<file path="config.mk">
export PLATFORM = sky130hd
export DESIGN_NAME = pc_sequencer
export DESIGN_NICKNAME = d
export VERILOG_FILES = /design/src/rtl/pc_sequencer.sv
export SDC_FILE = /design/constraint.sdc
export NUM_CORES = 1
export LEC_CHECK = 0
export ABC_AREA = 1
export CORE_ASPECT_RATIO = 1.25
export CORE_MARGIN = 3
export CORE_UTILIZATION = 45
export DETAILED_ROUTE_END_ITERATION = 6
export MAX_ROUTING_LAYER = met4
export PLACE_DENSITY = 0.69
export SYNTH_ARGS = -nofsm -noshare
export SYNTH_HDL_FRONTEND = slang
export SYNTH_SLANG_ARGS = --single-unit
</file>
<file path="constraint.sdc">
create_clock -name clk -period 2.3 [get_ports clk]
set_input_delay 0.46 -clock clk [delete_from_list [all_inputs] [get_ports clk]]
set_output_delay 0.46 -clock clk [all_outputs]
set_load 0.02 [all_outputs]
</file>
<file path="src/rtl/pc_sequencer.sv">
// Program counter with run/halt/single-step control, conditional jumps on
// ALU flags and a hardware call/return stack.
module pc_sequencer #(
  parameter int ADDR_W      = 8,
  parameter int STACK_DEPTH = 8,
  parameter int FLAG_W      = 8
) (
  input  logic                           clk,
  input  logic                           rst_n,
  input  logic                           run,
  input  logic                           hlt,
  input  logic                           step,
  input  logic                           code_edit,
  input  logic                           hlt_instr,
  input  logic                           j_en,
  input  logic [2:0]                     j_op,
  input  logic [ADDR_W-1:0]              jmp_addr,
  input  logic [FLAG_W-1:0]              flag,
  output logic [ADDR_W-1:0]              pc,
  output logic [ADDR_W-1:0]              pc_inc,
  output logic                           exec,
  output logic                           running,
  output logic [$clog2(STACK_DEPTH):0]   stack_level,
  output logic                           stack_err
);

  localparam int SP_W  = $clog2(STACK_DEPTH);
  localparam int LVL_W = SP_W + 1;
  localparam logic [LVL_W-1:0] FULL_LVL = LVL_W'(STACK_DEPTH);

  localparam logic [2:0] OP_JMP  = 3'b000;
  localparam logic [2:0] OP_JZ   = 3'b001;
  localparam logic [2:0] OP_JNZ  = 3'b010;
  localparam logic [2:0] OP_JC   = 3'b011;
  localparam logic [2:0] OP_JNC  = 3'b100;
  localparam logic [2:0] OP_CALL = 3'b101;
  localparam logic [2:0] OP_RET  = 3'b110;

  typedef enum logic [1:0] {
    HALT = 2'd0,
    RUN  = 2'd1,
    STEP = 2'd2
  } state_t;

  state_t state;

  logic [ADDR_W-1:0] stack_mem [STACK_DEPTH];
  logic [ADDR_W-1:0] next_pc;
  logic [ADDR_W-1:0] pop_data;
  logic [LVL_W-1:0]  lvl_dec;
  logic [SP_W-1:0]   push_idx;
  logic [SP_W-1:0]   pop_idx;
  logic              is_call;
  logic              is_ret;
  logic              fault;
  logic              commit;
  logic              push;
  logic              unused_flag;

  assign unused_flag = ^flag;

  assign pc_inc   = pc + 1'b1;
  assign exec     = (state == RUN || state == STEP) && !code_edit;
  assign running  = (state == RUN);

  assign lvl_dec  = stack_level - 1'b1;
  assign push_idx = stack_level[SP_W-1:0];
  assign pop_idx  = lvl_dec[SP_W-1:0];
  assign pop_data = stack_mem[pop_idx];

  assign is_call  = j_en && (j_op == OP_CALL);
  assign is_ret   = j_en && (j_op == OP_RET);
  assign fault    = (is_call && stack_level == FULL_LVL) ||
                    (is_ret  && stack_level == '0);

  // An in-flight instruction is dropped by hlt, HLT itself, or a stack fault.
  assign commit   = exec && !hlt && !hlt_instr && !fault;
  assign push     = commit && is_call;

  always_comb begin
    next_pc = pc_inc;
    if (j_en) begin
      unique case (j_op)
        OP_JMP:  next_pc = jmp_addr;
        OP_JZ:   next_pc = flag[0]  ? jmp_addr : pc_inc;
        OP_JNZ:  next_pc = !flag[0] ? jmp_addr : pc_inc;
        OP_JC:   next_pc = flag[1]  ? jmp_addr : pc_inc;
        OP_JNC:  next_pc = !flag[1] ? jmp_addr : pc_inc;
        OP_CALL: next_pc = jmp_addr;
        OP_RET:  next_pc = pop_data;
        default: next_pc = pc_inc;
      endcase
    end
  end

  // Stack contents need no reset; only the level decides what is valid.
  always_ff @(posedge clk) begin
    if (push) begin
      stack_mem[push_idx] <= pc_inc;
    end
  end

  always_ff @(posedge clk or negedge rst_n) begin
    if (!rst_n) begin
      state       <= HALT;
      pc          <= '0;
      stack_level <= '0;
      stack_err   <= 1'b0;
    end else if (code_edit || hlt) begin
      state <= HALT;
    end else begin
      unique case (state)
        HALT: begin
          if (run) begin
            state     <= RUN;
            stack_err <= 1'b0;
          end else if (step) begin
            state <= STEP;
          end
        end
        RUN, STEP: begin
          if (hlt_instr) begin
            state <= HALT;
          end else if (fault) begin
            stack_err <= 1'b1;
            state     <= HALT;
          end else begin
            pc <= next_pc;
            if (is_call) begin
              stack_level <= stack_level + 1'b1;
            end else if (is_ret) begin
              stack_level <= lvl_dec;
            end
            state <= (state == STEP) ? HALT : RUN;
          end
        end
        default: state <= HALT;
      endcase
    end
  end

endmodule

</file>
# ---- Word-level counts from Yosys, hierarchy flattened
# Memories as Yosys holds them, arrays and structs flattened.
# Cells that the tools add are included.
dict set report word_totals {
  mem_bits_rw 64
  reg_bits 15
  elab_cells 71
  mem_count 1
  output_inout_bits 23
  input_bits 27
}
# name words word_bits rd rd_ports_with_merged_regs write_ports line_no
set memory_table {}
lappend memory_table {stack_mem 8 8 1 0 1 47} ;# logic [ADDR_W-1:0] stack_mem [STACK_DEPTH];
dict set report op_classes {
  n_bitwise 3
  muxes 21
  n_addsub 3
  n_reduce_logical 26
  n_eq_ne 13
}
# op n
set op_table {}
lappend op_table {{$pmux 8 s6} 1}
lappend op_table {{$mux 8} 5}
lappend op_table {{$reduce_and 5->1} 2}
lappend op_table {{$eq 3x3->1 const B} 3}
lappend op_table {{$logic_and 1x1->1} 9}
lappend op_table {{$add 8x1->8 const B} 1}
lappend op_table {{$mux 1} 8}
lappend op_table {{$mux 4} 2}
lappend op_table {{$eq 3x2->1 const B} 2}
lappend op_table {{$mux 2} 3}
lappend op_table {{$ne 2x2->1 const B} 3}
lappend op_table {{$add 4x1->4 const B} 1}
lappend op_table {{$eq 4x4->1 const B} 1}
lappend op_table {{$logic_not 1->1} 4}
lappend op_table {{$logic_not 4->1} 1}
lappend op_table {{$ne 4x4->1 const B} 1}
lappend op_table {{$pmux 2 s2} 1}
lappend op_table {{$reduce_and 4->1} 1}
lappend op_table {{$reduce_bool 2->1} 2}
lappend op_table {{$reduce_or 2->1} 2}
lappend op_table {{$sub 4x1->4 const B} 1}
lappend op_table {{$eq 3x1->1 const B} 1}
lappend op_table {{$logic_not 3->1} 1}
lappend op_table {{$logic_or 1x1->1} 3}
lappend op_table {{other kinds (5)} 7}

# ---- Logic depth before layout (Yosys ltp)
dict set report logic_depth {
  word_depth 9
  ltp_mapped 13
  mapped_depth_nobuf 11
}

# ---- Least setup slack after synthesis
# Ideal clock, no wire load.
dict set report synth_path {
  kind {reg2reg}
  from {reg stack_level[0]}
  to {mem stack_mem[6][0] (enable)}
  n_path_buf 2
  setup_slack_ns -0.381
  arrival_ns 2.286
  setup_time_ns 0.395
  path_stages_with_launch 9
  required_ns 1.905
  period_less_slack_ns 2.681
  path_cell_list {dfrtp_1 > buf_2 > inv_2 > buf_2 > ha_1 > nand2_1 > nand3b_4 > nand3_1 > nor4_1}
}
dict set report synth_between {
  elab_chain_cells 8
  word_cells_on_any_way 10
  cone_classes {1 x eq/ne; 2 x mux; 7 x reduce/logical}
}
# item line_no
set synth_rtl {}
lappend synth_rtl {{from (decl)} 23} ;# output logic [$clog2(STACK_DEPTH):0] stack_level,
lappend synth_rtl {{from (signal assigned)} 130} ;# stack_level <= stack_level + 1'b1;
lappend synth_rtl {{from (signal assigned)} 132} ;# stack_level <= lvl_dec;
lappend synth_rtl {{$eq 4x4->1 / $logic_not 4->1 (equally long branches)} {73, 74}}
lappend synth_rtl {{$logic_and 1x1->1, on equally long branches} {73, 74}}
lappend synth_rtl {{$logic_or 1x1->1} 73} ;# assign fault = (is_call && stack_level == FULL_LVL) ||
lappend synth_rtl {{$logic_not 1->1} 77} ;# assign commit = exec && !hlt && !hlt_instr && !fault;
lappend synth_rtl {{$logic_and 1x1->1} 77}
lappend synth_rtl {{$logic_and 1x1->1} 78} ;# assign push = commit && is_call;
lappend synth_rtl {{$mux 1} 98} ;# if (push) begin
lappend synth_rtl {{$mux 1 (not written as such)} 99} ;# stack_mem[push_idx] <= pc_inc;
lappend synth_rtl {{to (decl)} 47}
# Several ways; a longest one is shown, not always the timed one.

# ---- Final worst setup path
dict set report layout_path {
  from {reg pc[1]}
  to {out pc_inc[6]}
}
dict set report layout_between {
  elab_chain_cells 1
}
# item line_no
set layout_rtl {}
lappend layout_rtl {{from (decl)} 19} ;# output logic [ADDR_W-1:0] pc,
lappend layout_rtl {{from (signal assigned)} 128} ;# pc <= next_pc;
lappend layout_rtl {{$add 8x1->8} 62} ;# assign pc_inc = pc + 1'b1;
lappend layout_rtl {{to (decl)} 20} ;# output logic [ADDR_W-1:0] pc_inc,
# No other way between the ends.

==> impl_metrics.toml <==
[outcome]
outcome = "finished, final reports clean"

[timing]
grt_setup_unrepaired = "false"
timing.fmax_mhz = 458
setup_viol = 0
hold_ws_ns = 0.533
hold_violations = 0
fin_crit_ns = 2.18
slew_headroom = 0.522
post-route-period-util = 0.949
fin_worst_skew_ns = 0.00697
tightest_slew_ns = 0.715
slew_viol_final = 0

[flow_run]
maxCapViolations = 0

[drt]
ant_nets = 0
drt_iter0_drc = 244
drc_errors = 0
wl_um = 10000
vias_per_cell = 5.07
wl_per_cell_um = 14.6
num_vias = 3485
drtPass1Iterations = 4

[global_routing]
grt_max_degree = 42
grt_usage = 0.200
grt-ovfl-total = 0
grt_pass1_wl_um = 16000
antenna_found_initial = 0
first_global_vias = 3199

[clocking]
cts_inserted_buffers = 9
cts_tree = "yes"
clk_pin_slew_ns = 0.06
cts_sinks = 79
clock_latency_ns = 0.33
clock_path_buffers = 2
h-tree-depth = 3
root_buffer = "clkbuf_16"

[finish]
design_area_um2 = 5320
num_antenna_cells = 0
nNetsFinal = 594
final_common_cell = "nand2_1"
fin_util = 0.580
synthToLayoutAreaGrowth_pct = 25.1
mostFrequentLayoutCells = "nand2_1, nor2_1, edfxtp_1"
drive_gt1_frac = 0.124

[placed_design]
dp_hpwl_um = 7290
portBuffers = 43
place.gp.congestion = 0.909
placed_cell_area_um2 = 5030

[setup_path]
required_ns = 1.84
cp.arrival_ns = 1.72
worstRegToRegCells = 11
path_class = "register to primary output"
end_kind = "primary output"
start_kind = "register"
path_max_fanout = 4

[synth]
yosysSeqAreaShare = 0.540
avgSynthCellArea_um2 = 8.76
synth.distinct_cells = 35
netlist_area_um2 = 4260
synthCells = 486
synth_nets = 521
ys_ff_latch = 79
synth-main-ff-cell = "edfxtp_1"
synth_edf_count = 64
async_flop_share = 0.190
yosysWarnings = 0

[floorplan]
start_util = 0.464
die_h_um = 115
io_pins = 50
die_area_um2 = 10700
die-width_um = 93.0
fp-row-count = 39
core_um2 = 9170

[power]
leakagePower_nw = 2.28
peakVddDrop_mv = 0.662
power.density_nw_per_um2 = 883

[min_path]
hold_class = "register to register"
holdPathStages = 2
cell usage after synthesis (2+ instances only):
cell | number | area share
nand2_4 | 2 | 0.0053
clkinv_1 | 2 | 0.0018
nand3_1 | 48 | 0.056
nor2_4 | 2 | 0.0053
a21oi_1 | 11 | 0.013
nand4_1 | 5 | 0.0073
o21ai_0 | 37 | 0.044
buf_4 | 3 | 0.0053
inv_1 | 45 | 0.040
nor2_1 | 67 | 0.059
nand2_1 | 123 | 0.11
xor2_1 | 5 | 0.010
dfrtp_1 | 15 | 0.088
nor3_1 | 7 | 0.0082
edfxtp_1 | 64 | 0.45
xnor2_1 | 3 | 0.0062
o211ai_1 | 8 | 0.014
buf_2 | 13 | 0.015
o21ai_1 | 2 | 0.0024
ha_1 | 8 | 0.024
inv_2 | 2 | 0.0018
registers in the layout, indices dropped and copies added, names as in the netlist:
register,flops
stack_mem,64
state,2
stack_err,1
pc,8
stack_level,4
worst max-delay path, cell delays in order (launching register included):
cell and delay [ns]:
dfrtp_1 0.39, ha_1 0.20, nand3_1 0.15, nor2_1 0.12, nand2_1 0.07, nand2_1 0.11
clkdlybuf4s15_1 0.34
kinds of logic after synthesis:
family                   Yosys count  share of synthesized area
adder cells (fa/ha/maj)            8                     0.0235
AO/OA/AOI/OAI                     61                     0.0782
buffers and inverters             68                     0.0694
XOR/XNOR                          10                     0.0241
AND/OR/NAND/NOR                  260                      0.265
flip-flops                        79                      0.540
through the flow:
stage / std cells / setup WS [ns] / TNS, ns / total power, W
finish: 687 / 0.117 / 0 / 0.00470
global route: 687 / 0.00700 / 0 / 0.00495
CTS: 686 / 0.0308 / 0 / 0.00472
detailed placement: 670 / -0.0211 / -0.439 / 0.00337
global placement: 670 / 0.0417 / 0 / 0.00334
floorplan: 486 / -0.166 / -8.42 / 0.00272
final timing paths:
kind                                                    to                        from  slack (ns)
worst max-delay path                             pc_inc[6]           pc[1]$_DFFE_PN0P_        0.12
worst min-delay path                 stack_err$_DFFE_PN0P_       stack_err$_DFFE_PN0P_        0.53
worst max register to register           pc[2]$_DFFE_PN0P_  stack_level[1]$_DFFE_PN0P_        0.16
worst min register to register       stack_err$_DFFE_PN0P_       stack_err$_DFFE_PN0P_        0.53
max in group asynchronous       stack_level[2]$_DFFE_PN0P_                       rst_n        1.29
min in group asynchronous             state[0]$_DFFE_PN0P_                       rst_n        0.55
where the power goes:
group / total [W] / internal, W / switching [W]
logic: 0.00152 / 0.000586 / 0.000935
clock network: 0.00137 / 0.000825 / 0.000547
registers: 0.00181 / 0.00174 / 0.0000681
final cells by class:
| type | instances | area (um2) |
|---|---|---|
| multi-input combinational | 339 | 1670 |
| inverter | 49 | 188 |
| fill | 846 | 3850 |
| tap | 123 | 154 |
| clock buffer | 13 | 270 |
| clock inverter | 3 | 25.0 |
| sequential | 79 | 2300 |
| timing repair buffer | 81 | 719 |
per-layer routing:
| metal | global-route usage | wire length, um | part of all wire |
|---|---|---|---|
| met5 | - | 0 | 0 |
| met2 | 0.343 | 5170 | 0.52 |
| met1 | 0.241 | 4290 | 0.43 |
| met4 | 0.0645 | 151 | 0.015 |
| met3 | 0.0340 | 413 | 0.041 |
timing repair:
| action | CTS | global route |
|---|---|---|
| resized for setup | 7 | 8 |
| setup buffers | 0 | 1 |
| endpoints found under the setup margin | 6 | 11 |
| hold buffers | 0 | 0 |
Power figures use the tool's default switching activity.
